$ cat config.mk
export PLATFORM = sky130hd
export DESIGN_NAME = pc_ras_seq_flat
export DESIGN_NICKNAME = d
export VERILOG_FILES = /design/src/rtl/pc_ras_seq_pkg.sv /design/src/rtl/pc_ras_seq_if.sv /design/src/rtl/pc_ras_seq_ras_stack.sv /design/src/rtl/pc_ras_seq.sv /design/src/flat_wrapper.sv
export SDC_FILE = /design/constraint.sdc
export NUM_CORES = 1
export LEC_CHECK = 0
export BUFFER_PORTS_ARGS = -buffer_cell sky130_fd_sc_hd__buf_2
export CAP_MARGIN = 5
export CORE_ASPECT_RATIO = 0.7
export CORE_MARGIN = 10
export CORE_UTILIZATION = 55
export CTS_BUF_LIST = sky130_fd_sc_hd__clkbuf_8
export DETAILED_ROUTE_END_ITERATION = 6
export PLACE_DENSITY_LB_ADDON = 0.05
export REMOVE_ABC_BUFFERS = 1
export SLEW_MARGIN = 30
export SYNTH_ARGS = -nofsm -noshare
export SYNTH_HDL_FRONTEND = slang
export SYNTH_SLANG_ARGS = --single-unit
$ cat constraint.sdc
create_clock -name clk -period 5.9 [get_ports clk]
set_input_delay 0.885 -clock clk [delete_from_list [all_inputs] [get_ports clk]]
set_output_delay 0.885 -clock clk [all_outputs]
set_load 0.005 [all_outputs]
$ cat src/rtl/pc_ras_seq_pkg.sv
// pc_pkg: shared definitions for the program counter / return-address stack
// slice.
//   pc_op_t     3-bit operation encoding. Codes 5-7 are not named and decode
//               as OP_NEXT.
//   ADDR_W_DEF  default address width.
//   sp_w()      width of a 0..depth occupancy count.
package pc_pkg;

  localparam int ADDR_W_DEF = 16;

  typedef enum logic [2:0] {
    OP_NEXT = 3'd0,
    OP_JMP  = 3'd1,
    OP_BRA  = 3'd2,
    OP_CALL = 3'd3,
    OP_RET  = 3'd4
  } pc_op_t;

  // The count must reach 'depth' itself, so it needs one bit more than the
  // index.
  function automatic int sp_w(input int depth);
    return $clog2(depth) + 1;
  endfunction

endpackage

$ cat src/rtl/pc_ras_seq_if.sv
// pc_ras_seq_if: control/status bundle of the fetch-stage program counter.
//   master modport (fetch control side):
//     drives  stall, op, cond, target, offset, clr_err
//             and irq, which exists only when PC_IRQ_EN is defined
//     samples pc, ras_empty, ras_full, ras_ovf, ras_udf, ras_sp
//   slave modport (pc_ras_seq): the same signals with the opposite direction.
//   ras_sp is the stack occupancy, exposed for observation.
// Handshake: there is no valid/ready pair. Every falling clock edge with
// stall=0 consumes one op. stall=1 freezes all state. Outputs are valid
// throughout the cycle that follows the edge that produced them.
// Optional feature: PC_IRQ_EN adds the level-sensitive irq input.
interface pc_ras_seq_if
  import pc_pkg::*;
#(
  parameter int ADDR_W    = ADDR_W_DEF,
  parameter int RAS_DEPTH = 8
);
  localparam int SP_W = sp_w(RAS_DEPTH);

  logic              stall;
  logic [2:0]        op;
  logic              cond;
  logic [ADDR_W-1:0] target;
  logic [ADDR_W-1:0] offset;
  logic              clr_err;
`ifdef PC_IRQ_EN
  logic              irq;
`endif
  logic [ADDR_W-1:0] pc;
  logic              ras_empty;
  logic              ras_full;
  logic              ras_ovf;
  logic              ras_udf;
  logic [SP_W-1:0]   ras_sp;

  modport master (
`ifdef PC_IRQ_EN
    output irq,
`endif
    output stall, op, cond, target, offset, clr_err,
    input  pc, ras_empty, ras_full, ras_ovf, ras_udf, ras_sp
  );

  modport slave (
`ifdef PC_IRQ_EN
    input  irq,
`endif
    input  stall, op, cond, target, offset, clr_err,
    output pc, ras_empty, ras_full, ras_ovf, ras_udf, ras_sp
  );

endinterface

$ cat src/rtl/pc_ras_seq_ras_stack.sv
// ras_stack: circular return-address stack.
//   clk        state updates on the falling edge
//   rst        asynchronous, active-low
//   push       write push_data at the top. When the stack is full this
//              overwrites the oldest entry.
//   pop        drop the top entry. Ignored while empty.
//   push_data  value to push
//   top        entry at write index - 1
//   empty      count == 0
//   full       count == RAS_DEPTH
//   count      occupancy, from 0 to RAS_DEPTH
// RAS_DEPTH must be a power of two so that the index wraps naturally.
module ras_stack
  import pc_pkg::*;
#(
  parameter int ADDR_W    = ADDR_W_DEF,
  parameter int RAS_DEPTH = 8
) (
  input  logic                         clk,
  input  logic                         rst,
  input  logic                         push,
  input  logic                         pop,
  input  logic [ADDR_W-1:0]            push_data,
  output logic [ADDR_W-1:0]            top,
  output logic                         empty,
  output logic                         full,
  output logic [sp_w(RAS_DEPTH)-1:0]   count
);
  localparam int IDX_W = $clog2(RAS_DEPTH);
  localparam int CNT_W = sp_w(RAS_DEPTH);

  logic [ADDR_W-1:0] mem [RAS_DEPTH];
  logic [IDX_W-1:0]  wr_idx;
  logic [IDX_W-1:0]  rd_idx;
  logic [CNT_W-1:0]  cnt;

  assign rd_idx = wr_idx - IDX_W'(1);
  assign empty  = (cnt == '0);
  assign full   = (cnt == CNT_W'(RAS_DEPTH));
  assign top    = mem[rd_idx];
  assign count  = cnt;

  always_ff @(negedge clk or negedge rst) begin
    if (!rst) begin
      wr_idx <= '0;
      cnt    <= '0;
    end else if (push) begin
      // When the stack is full, wr_idx already points at the oldest entry.
      // Advancing it overwrites that entry and the count saturates.
      wr_idx <= wr_idx + IDX_W'(1);
      if (!full) cnt <= cnt + CNT_W'(1);
    end else if (pop && !empty) begin
      wr_idx <= rd_idx;
      cnt    <= cnt - CNT_W'(1);
    end
  end

  // The storage has no reset because its contents do not matter until
  // something is pushed.
  always_ff @(negedge clk) begin
    if (push && rst) mem[wr_idx] <= push_data;
  end

endmodule

$ cat src/rtl/pc_ras_seq.sv
// pc_ras_seq: fetch-stage program counter with an integrated return-address
// stack.
//   clk  state updates on the falling edge
//   rst  asynchronous, active-low. Loads RESET_VEC and empties the stack.
//   bus  pc_ras_seq_if.slave
//          inputs : stall, op, cond, target, offset, clr_err
//                   and irq, which exists only when PC_IRQ_EN is defined
//          outputs: pc, ras_empty, ras_full, ras_ovf (sticky),
//                   ras_udf (sticky), ras_sp
// Ops: NEXT, JMP, BRA (taken when cond=1), CALL (push pc+1), RET (pop).
// Codes 5-7 act as NEXT.
// Optional feature PC_IRQ_EN: irq=1 takes priority over op. It pushes the
// current pc and jumps to IRQ_VEC. irq is ignored while pc lies in
// IRQ_VEC..IRQ_VEC+3.
module pc_ras_seq
  import pc_pkg::*;
#(
  parameter int                ADDR_W    = ADDR_W_DEF,
  parameter int                RAS_DEPTH = 8,
  parameter logic [ADDR_W-1:0] RESET_VEC = '0
`ifdef PC_IRQ_EN
  ,
  parameter logic [ADDR_W-1:0] IRQ_VEC   = ADDR_W'(4)
`endif
) (
  input logic         clk,
  input logic         rst,
  pc_ras_seq_if.slave bus
);
  localparam int SP_W = sp_w(RAS_DEPTH);

  logic [ADDR_W-1:0] pc_q;
  logic [ADDR_W-1:0] pc_nxt;
  logic [ADDR_W-1:0] pc_inc;
  logic              ovf_q;
  logic              udf_q;
  logic              ovf_set;
  logic              udf_set;
  logic              push;
  logic              pop;
  logic [ADDR_W-1:0] push_data;
  logic [ADDR_W-1:0] ras_top;
  logic              ras_empty_w;
  logic              ras_full_w;
  logic [SP_W-1:0]   ras_cnt;
  pc_op_t            op_w;

  assign op_w   = pc_op_t'(bus.op);
  assign pc_inc = pc_q + ADDR_W'(1);

`ifdef PC_IRQ_EN
  logic [ADDR_W-1:0] irq_rel;
  logic              irq_take;

  // The subtraction is unsigned, so the window test still works when
  // IRQ_VEC+3 wraps past the top of the address space.
  assign irq_rel  = pc_q - IRQ_VEC;
  assign irq_take = bus.irq && (irq_rel >= ADDR_W'(4));
`endif

  always_comb begin
    pc_nxt    = pc_q;
    push      = 1'b0;
    pop       = 1'b0;
    push_data = pc_inc;
    ovf_set   = 1'b0;
    udf_set   = 1'b0;
    if (!bus.stall) begin
      pc_nxt = pc_inc;
`ifdef PC_IRQ_EN
      if (irq_take) begin
        // Push the unexecuted instruction so that RET re-executes it.
        push      = 1'b1;
        push_data = pc_q;
        pc_nxt    = IRQ_VEC;
        ovf_set   = ras_full_w;
      end else
`endif
      begin
        case (op_w)
          OP_JMP: pc_nxt = bus.target;
          OP_BRA: if (bus.cond) pc_nxt = pc_q + bus.offset;
          OP_CALL: begin
            push    = 1'b1;
            pc_nxt  = bus.target;
            ovf_set = ras_full_w;
          end
          OP_RET: begin
            if (ras_empty_w) begin
              udf_set = 1'b1;
            end else begin
              pop    = 1'b1;
              pc_nxt = ras_top;
            end
          end
          default: pc_nxt = pc_inc;
        endcase
      end
    end
  end

  always_ff @(negedge clk or negedge rst) begin
    if (!rst) begin
      pc_q  <= RESET_VEC;
      ovf_q <= 1'b0;
      udf_q <= 1'b0;
    end else if (!bus.stall) begin
      pc_q  <= pc_nxt;
      // A new error in the same cycle as clr_err wins, so the flag stays set.
      ovf_q <= ovf_set | (ovf_q & ~bus.clr_err);
      udf_q <= udf_set | (udf_q & ~bus.clr_err);
    end
  end

  ras_stack #(
    .ADDR_W    (ADDR_W),
    .RAS_DEPTH (RAS_DEPTH)
  ) u_ras (
    .clk       (clk),
    .rst       (rst),
    .push      (push),
    .pop       (pop),
    .push_data (push_data),
    .top       (ras_top),
    .empty     (ras_empty_w),
    .full      (ras_full_w),
    .count     (ras_cnt)
  );

  assign bus.pc        = pc_q;
  assign bus.ras_empty = ras_empty_w;
  assign bus.ras_full  = ras_full_w;
  assign bus.ras_ovf   = ovf_q;
  assign bus.ras_udf   = udf_q;
  assign bus.ras_sp    = ras_cnt;

endmodule

$ cat src/flat_wrapper.sv
// flat-port wrapper written by rule: the top's interface ports become plain ports
module pc_ras_seq_flat import pc_pkg::*;
#(
  parameter int                ADDR_W    = ADDR_W_DEF,
  parameter int                RAS_DEPTH = 8,
  parameter logic [ADDR_W-1:0] RESET_VEC = '0

)
  (clk, rst, bus_stall, bus_op, bus_cond, bus_target, bus_offset, bus_clr_err, bus_pc, bus_ras_empty, bus_ras_full, bus_ras_ovf, bus_ras_udf, bus_ras_sp);
  pc_ras_seq_if #(.ADDR_W(ADDR_W), .RAS_DEPTH(RAS_DEPTH)) bus_i ();
  input logic clk;
  input logic rst;
  input wire logic [$bits(bus_i.stall)-1:0] bus_stall;
  input wire logic [$bits(bus_i.op)-1:0] bus_op;
  input wire logic [$bits(bus_i.cond)-1:0] bus_cond;
  input wire logic [$bits(bus_i.target)-1:0] bus_target;
  input wire logic [$bits(bus_i.offset)-1:0] bus_offset;
  input wire logic [$bits(bus_i.clr_err)-1:0] bus_clr_err;
  output wire logic [$bits(bus_i.pc)-1:0] bus_pc;
  output wire logic [$bits(bus_i.ras_empty)-1:0] bus_ras_empty;
  output wire logic [$bits(bus_i.ras_full)-1:0] bus_ras_full;
  output wire logic [$bits(bus_i.ras_ovf)-1:0] bus_ras_ovf;
  output wire logic [$bits(bus_i.ras_udf)-1:0] bus_ras_udf;
  output wire logic [$bits(bus_i.ras_sp)-1:0] bus_ras_sp;
  assign bus_i.stall = bus_stall;
  assign bus_i.op = bus_op;
  assign bus_i.cond = bus_cond;
  assign bus_i.target = bus_target;
  assign bus_i.offset = bus_offset;
  assign bus_i.clr_err = bus_clr_err;
  assign bus_pc = bus_i.pc;
  assign bus_ras_empty = bus_i.ras_empty;
  assign bus_ras_full = bus_i.ras_full;
  assign bus_ras_ovf = bus_i.ras_ovf;
  assign bus_ras_udf = bus_i.ras_udf;
  assign bus_ras_sp = bus_i.ras_sp;
  pc_ras_seq #(.ADDR_W(ADDR_W), .RAS_DEPTH(RAS_DEPTH), .RESET_VEC(RESET_VEC)) u_core (.clk(clk), .rst(rst), .bus(bus_i));
endmodule
Word-level counts from Yosys, hierarchy flattened --
Memory sizes are Yosys's and may differ from the RTL's. Cells that the tools add are included.
Cells by class: $add $sub $neg 6, multiply operators 0, div/mod/pow operators 0, magnitude comparators 0, equal/unequal tests 6, shift-type cells 0, muxes and demuxes 20, bitwise gates (word level) 5, reductions and logical operators 7
Operators with widths (number):
- $pmux W16 S3 | 1
- $mux W16 | 2
- $add A16 B1 Y16 const B | 1
- $add A16 B16 Y16 | 1
- $mux W1 | 12
- $mux W4 | 3
- $eq A3 B2 Y1 const B | 2
- $mux W3 | 2
- $add A4 B1 Y4 const B | 1
- $eq A4 B4 Y1 const B | 1
- $logic_not A4 Y1 | 1
- $sub A4 B1 Y4 const B | 1
- $add A3 B1 Y3 const B | 1
- $eq A3 B1 Y1 const B | 1
- $eq A3 B3 Y1 const B | 1
- $sub A3 B1 Y3 const B | 1
- $and A1 B1 Y1 | 2
- $logic_and A1 B1 Y1 | 2
- $ne A2 B2 Y1 const B | 1
- $or A1 B1 Y1 | 2
- $reduce_and A2 Y1 | 1
- $reduce_bool A2 Y1 | 1
- $reduce_or A2 Y1 | 1
- $logic_not A1 Y1 | 1
- $not A1 Y1 | 1
Word-level totals: register bits 25, latch bits 0, memory bits (writable) 128, memory bits (read-only) 0, word-level logic and storage cells 50, memories kept 1
Memory list:
- u_core.u_ras.mem | words 8, width 16, read ports 1, clocked after memory_dff 0, wr ports 1, RTL line pc_ras_seq_ras_stack.sv:32 | logic [ADDR_W-1:0] mem [RAS_DEPTH];

Logic depth before layout (Yosys ltp) --
Gate-level depths: netlist (run 1).
word-level depth 7, depth in mapped cells 13

Cells and area by module --
Synthesis (run 1) repeated with hierarchy kept, for this count alone.
Unflattened totals: cell total of the unflattened synthesis 521, area total of the unflattened synthesis 7805.0 µm²
By module, submodules not included:
- ras_stack | times used 1, cells an instance 242, area an instance 5472.7 µm², seq. area each 4018.9 µm²
- pc_ras_seq | times used 1, cells an instance 279, area an instance 2332.2 µm², seq. area each 450.4 µm²

==> impl_metrics.xml, run 1 <==
<?xml version="1.0" encoding="UTF-8"?>
<metrics>
  <group name="run_status">
    <metric name="result_of_the_run" unit="">finished, final reports clean</metric>
  </group>
  <group name="synth">
    <metric name="synth_most_common_cell" unit="">sky130_fd_sc_hd__edfxtp_1</metric>
    <metric name="synth_seq_area_share" unit="%">60.2</metric>
    <metric name="syn_inst" unit="">507</metric>
    <metric name="yosysTopAreaCell" unit="">sky130_fd_sc_hd__edfxtp_1</metric>
    <metric name="synth_largest_type_area_fraction" unit="%">51.8</metric>
    <metric name="ys_types" unit="">65</metric>
    <metric name="yosys_warnings" unit="">0</metric>
    <metric name="ys_seq_elements" unit="">153</metric>
    <metric name="synth_enable_flop_cells" unit="">128</metric>
    <metric name="avgSynthCellArea" unit="sq um">14.6</metric>
    <metric name="synth_top_flop_cell" unit="">sky130_fd_sc_hd__edfxtp_1</metric>
    <metric name="synth_top_cells_by_count" unit="">sky130_fd_sc_hd__edfxtp_1 (128), sky130_fd_sc_hd__a21oi_1 (48), sky130_fd_sc_hd__mux4_2 (32), sky130_fd_sc_hd__dfrtn_1 (25), sky130_fd_sc_hd__nand2_1 (24)</metric>
    <metric name="synthArstFlopShare" unit="%">16.3</metric>
    <metric name="netlist_top_cells_area" unit="">sky130_fd_sc_hd__edfxtp_1 (52%), sky130_fd_sc_hd__mux4_2 (9.7%), sky130_fd_sc_hd__dfrtn_1 (8.4%), sky130_fd_sc_hd__ha_1 (3.4%), sky130_fd_sc_hd__a21oi_1 (3.2%)</metric>
    <metric name="synth_area" unit="sq um">7420</metric>
  </group>
  <group name="global_route">
    <metric name="gr-usage-all-layers" unit="%">20.4</metric>
    <metric name="grt_busiest_layer" unit="">met2</metric>
    <metric name="grt_first_pass_wirelength" unit="um">29100</metric>
    <metric name="grt_start_max_net_pins" unit="">36</metric>
    <metric name="grtUsageMet2" unit="%">32.1</metric>
    <metric name="initial_antenna_violation_count" unit="">0</metric>
    <metric name="via_count_of_the_first_global_routing_pass" unit="">5673</metric>
    <metric name="globalRouteOverflowTotal" unit="">0</metric>
    <metric name="met1_usage" unit="%">25.5</metric>
    <metric name="globalRouteMet3Util" unit="%">7.44</metric>
  </group>
  <group name="route">
    <metric name="drcViolationCount" unit="">0</metric>
    <metric name="via_count" unit="">5214</metric>
    <metric name="route.detailed.wl_per_inst" unit="um">20.1</metric>
    <metric name="drtAntennaViolNets" unit="">0</metric>
    <metric name="wirelength" unit="um">18500</metric>
    <metric name="drt-initial-drc-count" unit="">547</metric>
    <metric name="drt-pass1-iter-count" unit="">5</metric>
    <metric name="post_drt_via_cell_ratio" unit="">5.67</metric>
  </group>
  <group name="worst_setup_path">
    <metric name="r2r_slack" unit="ns">2.75</metric>
    <metric name="r2r_end" unit="">u_core.bus.pc[1]</metric>
    <metric name="critical_path.max_stage_delay" unit="ns">0.40</metric>
    <metric name="cp_max_fo" unit="">3</metric>
    <metric name="cpLargestDelayFamily" unit="">compound AO/OA/AOI/OAI gates</metric>
    <metric name="crit_path_capture_type" unit="">register</metric>
    <metric name="crit_path_category" unit="">input port to register</metric>
    <metric name="timing.rr.start" unit="">u_core.u_ras.wr_idx[1]</metric>
    <metric name="worst_setup_path_start_kind" unit="">input port</metric>
    <metric name="rr_worst_depth" unit="">7</metric>
    <metric name="required" unit="ns">3.18</metric>
    <metric name="crit_arrival" unit="ns">3.08</metric>
    <metric name="timing.critical_path.buf_inv" unit="">2</metric>
    <metric name="crit_chain" unit="">buf_2 -&gt; ha_1 -&gt; fa_1 -&gt; a21o_1 -&gt; a21o_1 -&gt; a2111oi_4 -&gt; buf_4 -&gt; o21ai_0 -&gt; and3b_1 -&gt; o21ai_0 -&gt; a22oi_1</metric>
    <metric name="critical-path-slowest-cell" unit="">sky130_fd_sc_hd__fa_1</metric>
  </group>
  <group name="clock_tree">
    <metric name="cts.repair.resized" unit="">0</metric>
    <metric name="post-cts-setup-buffers" unit="">0</metric>
    <metric name="cts.root.buffer_cell" unit="">sky130_fd_sc_hd__clkbuf_8</metric>
    <metric name="tritoncts_clock_tree" unit="">done</metric>
    <metric name="worstSkewPairLatency" unit="ns">0.47</metric>
    <metric name="cts.clk_slew.worst_paths" unit="ns">0.07</metric>
    <metric name="cts.sink_count" unit="">153</metric>
    <metric name="ctsHoldBuffers" unit="">0</metric>
    <metric name="clockBufferDepth" unit="">2</metric>
    <metric name="htree_levels" unit="">4</metric>
    <metric name="tritoncts.num_buffers" unit="">17</metric>
  </group>
  <group name="place">
    <metric name="place_ws" unit="ns">-0.378</metric>
    <metric name="dp_hpwl" unit="um">12300</metric>
    <metric name="gp_congestion" unit="">0.882</metric>
    <metric name="port_buffers" unit="">63</metric>
  </group>
  <group name="die">
    <metric name="ioPinCount" unit="">64</metric>
    <metric name="width_of_the_die" unit="um">159</metric>
    <metric name="floorplan.die_area" unit="sq um">18600</metric>
    <metric name="die-height" unit="um">117</metric>
    <metric name="rows" unit="">35</metric>
    <metric name="core-area" unit="sq um">13200</metric>
    <metric name="start_util" unit="%">56.3</metric>
  </group>
  <group name="timing">
    <metric name="timing.slew.headroom" unit="%">36.5</metric>
    <metric name="fin_worst_skew" unit="ns">0.0726</metric>
    <metric name="tightestPinTransition" unit="ns">0.953</metric>
    <metric name="fin_ws" unit="ns">0.0996</metric>
    <metric name="maxSlewViolCount" unit="">0</metric>
    <metric name="finalSetupViolCount" unit="">0</metric>
    <metric name="hold-worst-slack" unit="ns">0.464</metric>
    <metric name="setup-tns-final" unit="ns">0</metric>
    <metric name="finalHoldViolations" unit="">0</metric>
  </group>
  <group name="power">
    <metric name="leakagePower" unit="nW">3.86</metric>
    <metric name="ir_worst_vdd" unit="V">0.000612</metric>
    <metric name="total_power" unit="mW">4.28</metric>
    <metric name="power_density" unit="nW/um^2">475</metric>
  </group>
  <group name="final_layout">
    <metric name="nNetsFinal" unit="">784</metric>
    <metric name="drive_above_1_share" unit="%">23.8</metric>
    <metric name="fin_util" unit="%">68.3</metric>
    <metric name="diode_insertion_count_for_antenna_repair" unit="">0</metric>
    <metric name="area_growth_syn_to_layout" unit="%">21.4</metric>
    <metric name="final.fill_count" unit="">960</metric>
  </group>
  <group name="min_path">
    <metric name="min_path_cells" unit="">1</metric>
    <metric name="worstHoldEndpoint" unit="">u_core.bus.ras_udf</metric>
    <metric name="hold_path.startpoint" unit="">u_core.bus.ras_udf</metric>
    <metric name="hp-class" unit="">register to register</metric>
  </group>
  <group name="run">
    <metric name="maxCapViolations" unit="">0</metric>
  </group>
</metrics>
==> cells by family (layout without fill, tap and decap cells) <==
group	Yosys count	in the layout	synth area share, %
compound gates	113	113	9.66
xor+xnor	32	32	3.98
fa+ha+maj	22	22	3.91
buf+inv	39	267	2.34
flops	153	153	60.2
mux	50	50	12.2
simple gates	98	98	7.64
==> worst reg2reg max path: stages (launching register included) <==
cell and delay (ns):
sky130_fd_sc_hd__dfrtn_1 0.57, sky130_fd_sc_hd__inv_1 0.12, sky130_fd_sc_hd__ha_1 0.93, sky130_fd_sc_hd__buf_4 0.41, sky130_fd_sc_hd__mux4_2 0.35, sky130_fd_sc_hd__mux2_2 0.30, sky130_fd_sc_hd__a221oi_1 0.26, sky130_fd_sc_hd__a21oi_1 0.06
==> worst max-delay path by stage <==
stage	from	to	cells past startpoint
floorplan	bus_op[0]	u_core.u_ras.mem[1][0]	4
global route	bus_offset[0]	u_core.bus.pc[12]	11
detailed placement	bus_offset[0]	u_core.bus.pc[12]	11
finish	bus_offset[0]	u_core.bus.pc[12]	11
global placement	bus_offset[0]	u_core.bus.pc[12]	11
CTS	bus_offset[0]	u_core.bus.pc[12]	11
==> through the flow <==
step           instances  instance area [sq um]
6_report             920                   9010
5_1_grt              920                   9010
4_1_cts              920                   8990
3_5_place_dp         761                   8080
3_3_place_gp         761                   8080
2_1_floorplan        485                   7310
==> placed cells by master (no fill, tap or decap), types with 3 or more instances in the layout <==
master	netlist	routed
sky130_fd_sc_hd__a21o_1	7	7
sky130_fd_sc_hd__a21oi_1	48	48
sky130_fd_sc_hd__a221o_1	3	3
sky130_fd_sc_hd__a221oi_1	9	8
sky130_fd_sc_hd__buf_2	8	63
sky130_fd_sc_hd__buf_4	2	28
sky130_fd_sc_hd__bufinv_16	0	3
sky130_fd_sc_hd__clkbuf_8	1	17
sky130_fd_sc_hd__dfrtn_1	25	25
sky130_fd_sc_hd__edfxtp_1	128	128
sky130_fd_sc_hd__ha_1	20	20
sky130_fd_sc_hd__inv_1	17	145
sky130_fd_sc_hd__inv_6	0	3
sky130_fd_sc_hd__inv_8	0	4
sky130_fd_sc_hd__mux2_2	4	4
sky130_fd_sc_hd__mux2i_1	14	14
sky130_fd_sc_hd__mux4_2	32	32
sky130_fd_sc_hd__nand2_1	24	24
sky130_fd_sc_hd__nand2b_1	7	7
sky130_fd_sc_hd__nand3_1	4	4
sky130_fd_sc_hd__nand4_1	3	3
sky130_fd_sc_hd__nor2_1	21	21
sky130_fd_sc_hd__nor2b_1	6	6
sky130_fd_sc_hd__nor3_1	8	6
sky130_fd_sc_hd__o21a_1	4	4
sky130_fd_sc_hd__o21ai_0	20	20
sky130_fd_sc_hd__xnor2_1	22	22
sky130_fd_sc_hd__xor2_1	8	8
==> cell type report <==
| type | count | area (sq um) | share of cell area (%) |
|---|---|---|---|
| clock buffers | 17 | 234 | 2.60 |
| clock inverters | 143 | 682 | 7.57 |
| inverters | 16 | 60.1 | 0.667 |
| multi-input cells | 315 | 2800 | 31.1 |
| flip-flops and latches | 153 | 4470 | 49.6 |
| well taps | 185 | 231 | 2.57 |
| repair buffers | 91 | 526 | 5.83 |
==> where the power goes <==
part	internal (mW)	total, mW	switching, mW
registers	1.37	1.50	0.128
clock network	0.549	1.21	0.659
logic	0.707	1.57	0.864
==> sequential cells by signal, summed over array words and instances, names as in the netlist <==
name and cells:
u_core.u_ras.wr_idx 3, u_core.u_ras.count 4, u_core.bus.ras_ovf 1, u_core.u_ras.mem 128, u_core.bus.ras_udf 1, u_core.bus.pc 16
==> metal layers <==
layer,share of wire [%],vias to the layer above,routed length (um)
met1,43,2556,7870
met4,1.1,0,211
met3,8.6,19,1580
li1,-,2406,-
met2,48,233,8810
met5,0,-,0
No activity file was read; power rests on OpenSTA's default activity.
==> inputs of run 2 (changes only) <==
--- a/config.mk
+++ b/config.mk
@@ -7,7 +7,7 @@
 export LEC_CHECK = 0
 export BUFFER_PORTS_ARGS = -buffer_cell sky130_fd_sc_hd__buf_2
 export CAP_MARGIN = 5
-export CORE_ASPECT_RATIO = 0.7
+export CORE_ASPECT_RATIO = 1.1
 export CORE_MARGIN = 10
 export CORE_UTILIZATION = 55
 export CTS_BUF_LIST = sky130_fd_sc_hd__clkbuf_8
==> constraint.sdc (replaced) <==
create_clock -name clk -period 5.18 [get_ports clk]
set_input_delay 0.777 -clock clk [delete_from_list [all_inputs] [get_ports clk]]
set_output_delay 0.777 -clock clk [all_outputs]
set_load 0.005 [all_outputs]
==> impl_metrics.xml, run 2 (same netlist as run 1, synthesis figures left out) <==
<?xml version="1.0" encoding="UTF-8"?>
<metrics>
  <group name="global_route">
    <metric name="initial_antenna_violation_count" unit="">0</metric>
    <metric name="via_count_of_the_first_global_routing_pass" unit="">5613</metric>
    <metric name="grt_first_pass_wirelength" unit="um">28600</metric>
    <metric name="grt_start_max_net_pins" unit="">36</metric>
    <metric name="globalRouteOverflowTotal" unit="">0</metric>
    <metric name="gr-usage-all-layers" unit="%">20.5</metric>
  </group>
  <group name="die">
    <metric name="width_of_the_die" unit="um">131</metric>
    <metric name="core-area" unit="sq um">13200</metric>
    <metric name="start_util" unit="%">56.1</metric>
    <metric name="rows" unit="">44</metric>
    <metric name="ioPinCount" unit="">64</metric>
    <metric name="die-height" unit="um">142</metric>
    <metric name="floorplan.die_area" unit="sq um">18500</metric>
  </group>
  <group name="power">
    <metric name="netSwitchingPower" unit="mW">1.83</metric>
    <metric name="leakagePower" unit="nW">3.98</metric>
    <metric name="sequentialPowerShare" unit="%">35.6</metric>
    <metric name="power_frac_comb" unit="%">38.7</metric>
    <metric name="total_power" unit="mW">4.81</metric>
    <metric name="power_density" unit="nW/um^2">524</metric>
    <metric name="ir_worst_vdd" unit="V">0.000334</metric>
    <metric name="p_int" unit="mW">2.97</metric>
    <metric name="swShare" unit="%">38.1</metric>
    <metric name="power.share.clock" unit="%">25.7</metric>
  </group>
  <group name="worst_setup_path">
    <metric name="crit_path_category" unit="">input port to register</metric>
    <metric name="required" unit="ns">2.84</metric>
    <metric name="cp_max_fo" unit="">3</metric>
    <metric name="worst_setup_path_start_kind" unit="">input port</metric>
    <metric name="crit_arrival" unit="ns">2.73</metric>
    <metric name="crit_path_capture_type" unit="">register</metric>
  </group>
  <group name="clock_tree">
    <metric name="clockBufferDepth" unit="">2</metric>
    <metric name="post-cts-setup-buffers" unit="">0</metric>
    <metric name="cts.sink_count" unit="">153</metric>
    <metric name="htree_levels" unit="">4</metric>
    <metric name="cts.clk_slew.worst_paths" unit="ns">0.06</metric>
    <metric name="worstSkewPairLatency" unit="ns">0.47</metric>
    <metric name="tritoncts.num_buffers" unit="">17</metric>
    <metric name="cts.root.buffer_cell" unit="">sky130_fd_sc_hd__clkbuf_8</metric>
    <metric name="tritoncts_clock_tree" unit="">done</metric>
  </group>
  <group name="timing">
    <metric name="fin_worst_skew" unit="ns">0.0676</metric>
    <metric name="hold-worst-slack" unit="ns">0.462</metric>
    <metric name="setup-tns-final" unit="ns">0</metric>
    <metric name="timing.slew.headroom" unit="%">38.1</metric>
    <metric name="finalSetupViolCount" unit="">0</metric>
    <metric name="rsz0062_at_grt" unit="">true</metric>
    <metric name="maxSlewViolCount" unit="">0</metric>
    <metric name="fin_ws" unit="ns">0.102</metric>
    <metric name="tightestPinTransition" unit="ns">0.927</metric>
    <metric name="finalHoldViolations" unit="">0</metric>
  </group>
  <group name="route">
    <metric name="post_drt_via_cell_ratio" unit="">5.55</metric>
    <metric name="via_count" unit="">5126</metric>
    <metric name="drtAntennaViolNets" unit="">0</metric>
    <metric name="wirelength" unit="um">17600</metric>
    <metric name="route.detailed.wl_per_inst" unit="um">19.1</metric>
    <metric name="drt-pass1-iter-count" unit="">5</metric>
    <metric name="drcViolationCount" unit="">0</metric>
    <metric name="drt-initial-drc-count" unit="">334</metric>
  </group>
  <group name="final_layout">
    <metric name="most_frequent_standard_cell_in_the_layout_excluding_fill_and_tap_cells" unit="">sky130_fd_sc_hd__inv_1</metric>
    <metric name="stdcell_count" unit="">923</metric>
    <metric name="area_growth_syn_to_layout" unit="%">23.6</metric>
    <metric name="drive_above_1_share" unit="%">26.5</metric>
    <metric name="largest_register_ffs" unit="">128</metric>
    <metric name="nNetsFinal" unit="">813</metric>
    <metric name="layout_common_cells" unit="">sky130_fd_sc_hd__inv_1 (147), sky130_fd_sc_hd__edfxtp_1 (128), sky130_fd_sc_hd__buf_2 (62)</metric>
    <metric name="diode_insertion_count_for_antenna_repair" unit="">0</metric>
    <metric name="multi_input_area" unit="sq um">2820</metric>
    <metric name="ff_latch_area" unit="sq um">4470</metric>
    <metric name="final.fill_count" unit="">970</metric>
    <metric name="biggest_register" unit="">u_core.u_ras.mem</metric>
  </group>
  <group name="min_path">
    <metric name="hp-class" unit="">register to register</metric>
  </group>
  <group name="run">
    <metric name="maxCapViolations" unit="">0</metric>
  </group>
  <group name="run_status">
    <metric name="result_of_the_run" unit="">finished, final reports clean</metric>
  </group>
  <group name="place">
    <metric name="place_inst" unit="">766</metric>
    <metric name="port_buffers" unit="">63</metric>
    <metric name="place_ws" unit="ns">-0.629</metric>
    <metric name="dp_hpwl" unit="um">12700</metric>
    <metric name="gp_congestion" unit="">0.843</metric>
  </group>
</metrics>
run 2: changes by cell type in the layout (fill, tap and decap cells not counted), moves of 2 or more:
cell and change:
sky130_fd_sc_hd__o21ai_1 +2, sky130_fd_sc_hd__inv_6 -2, sky130_fd_sc_hd__inv_8 -2, sky130_fd_sc_hd__buf_4 +26, sky130_fd_sc_hd__o21ai_0 -2, sky130_fd_sc_hd__buf_6 +2
sky130_fd_sc_hd__inv_1 +2, sky130_fd_sc_hd__buf_12 +2
run 2: per-stage QoR:
| stage | util, % | cell area [sq um] |
|---|---|---|
| after detailed placement | 62.7 | 8290 |
| after CTS | 69.3 | 9150 |
| final | 69.4 | 9170 |
| after global placement | 62.7 | 8290 |
| after floorplan | - | 7310 |
| after global routing | 69.4 | 9170 |
run 2: final timing paths:
| path | from | endpoint | slack [ns] | cells past startpoint |
|---|---|---|---|---|
| hold / removal | u_core.bus.ras_udf | u_core.bus.ras_udf | 0.46 | 1 |
| setup reg to reg | u_core.u_ras.wr_idx[1] | u_core.bus.pc[15] | 2.20 | 8 |
| min in group asynchronous | rst | u_core.u_ras.count[3] | 2.92 | 2 |
| max in group asynchronous | rst | u_core.bus.pc[10] | 1.97 | 2 |
| setup / recovery | bus_offset[0] | u_core.bus.pc[14] | 0.10 | 11 |
| hold reg to reg | u_core.bus.ras_udf | u_core.bus.ras_udf | 0.46 | 1 |
run 2: area by class of cell:
class,instances,area share (%)
flip-flops and latches,153,48.7
multi-input cells,315,30.7
repair buffers,120,8.48
clock inverters,141,6.68
clock buffers,17,2.55
well taps,161,2.20
inverters,16,0.655
run 2: worst max-delay path, cell delays in order:
cell	delay, ns
sky130_fd_sc_hd__buf_6	0.10
sky130_fd_sc_hd__ha_4	0.16
sky130_fd_sc_hd__fa_2	0.36
sky130_fd_sc_hd__a21o_1	0.16
sky130_fd_sc_hd__a21o_1	0.20
sky130_fd_sc_hd__buf_6	0.14
sky130_fd_sc_hd__a211o_1	0.28
sky130_fd_sc_hd__a21oi_2	0.15
sky130_fd_sc_hd__mux2i_1	0.08
sky130_fd_sc_hd__o31ai_1	0.23
sky130_fd_sc_hd__a21oi_1	0.09
run 2: routing by layer:
layer / global-route usage, % / part of all wire (%)
met2: 31.9 / 50
met3: 6.56 / 5.2
met5: 0 / 0
met4: 9.02 / 1.7
met1: 25.7 / 43
run 2: power by group through the flow:
stage / clock, mW / sequential (mW) / combinational (mW)
detailed placement: 0.148 / 1.72 / 1.86
floorplan: 0.148 / 1.75 / 1.17
global placement: 0.148 / 1.72 / 1.83
global route: 1.43 / 1.72 / 2.05
finish: 1.24 / 1.71 / 1.86
CTS: 1.27 / 1.71 / 1.88
run 2: timing repair:
item | in CTS | in global routing
gates resized for setup | 5 | 4
hold buffers | 0 | 0
setup endpoints to repair | 3 | 3
hold endpoints to repair | 0 | 0
pin swaps | 1 | 7
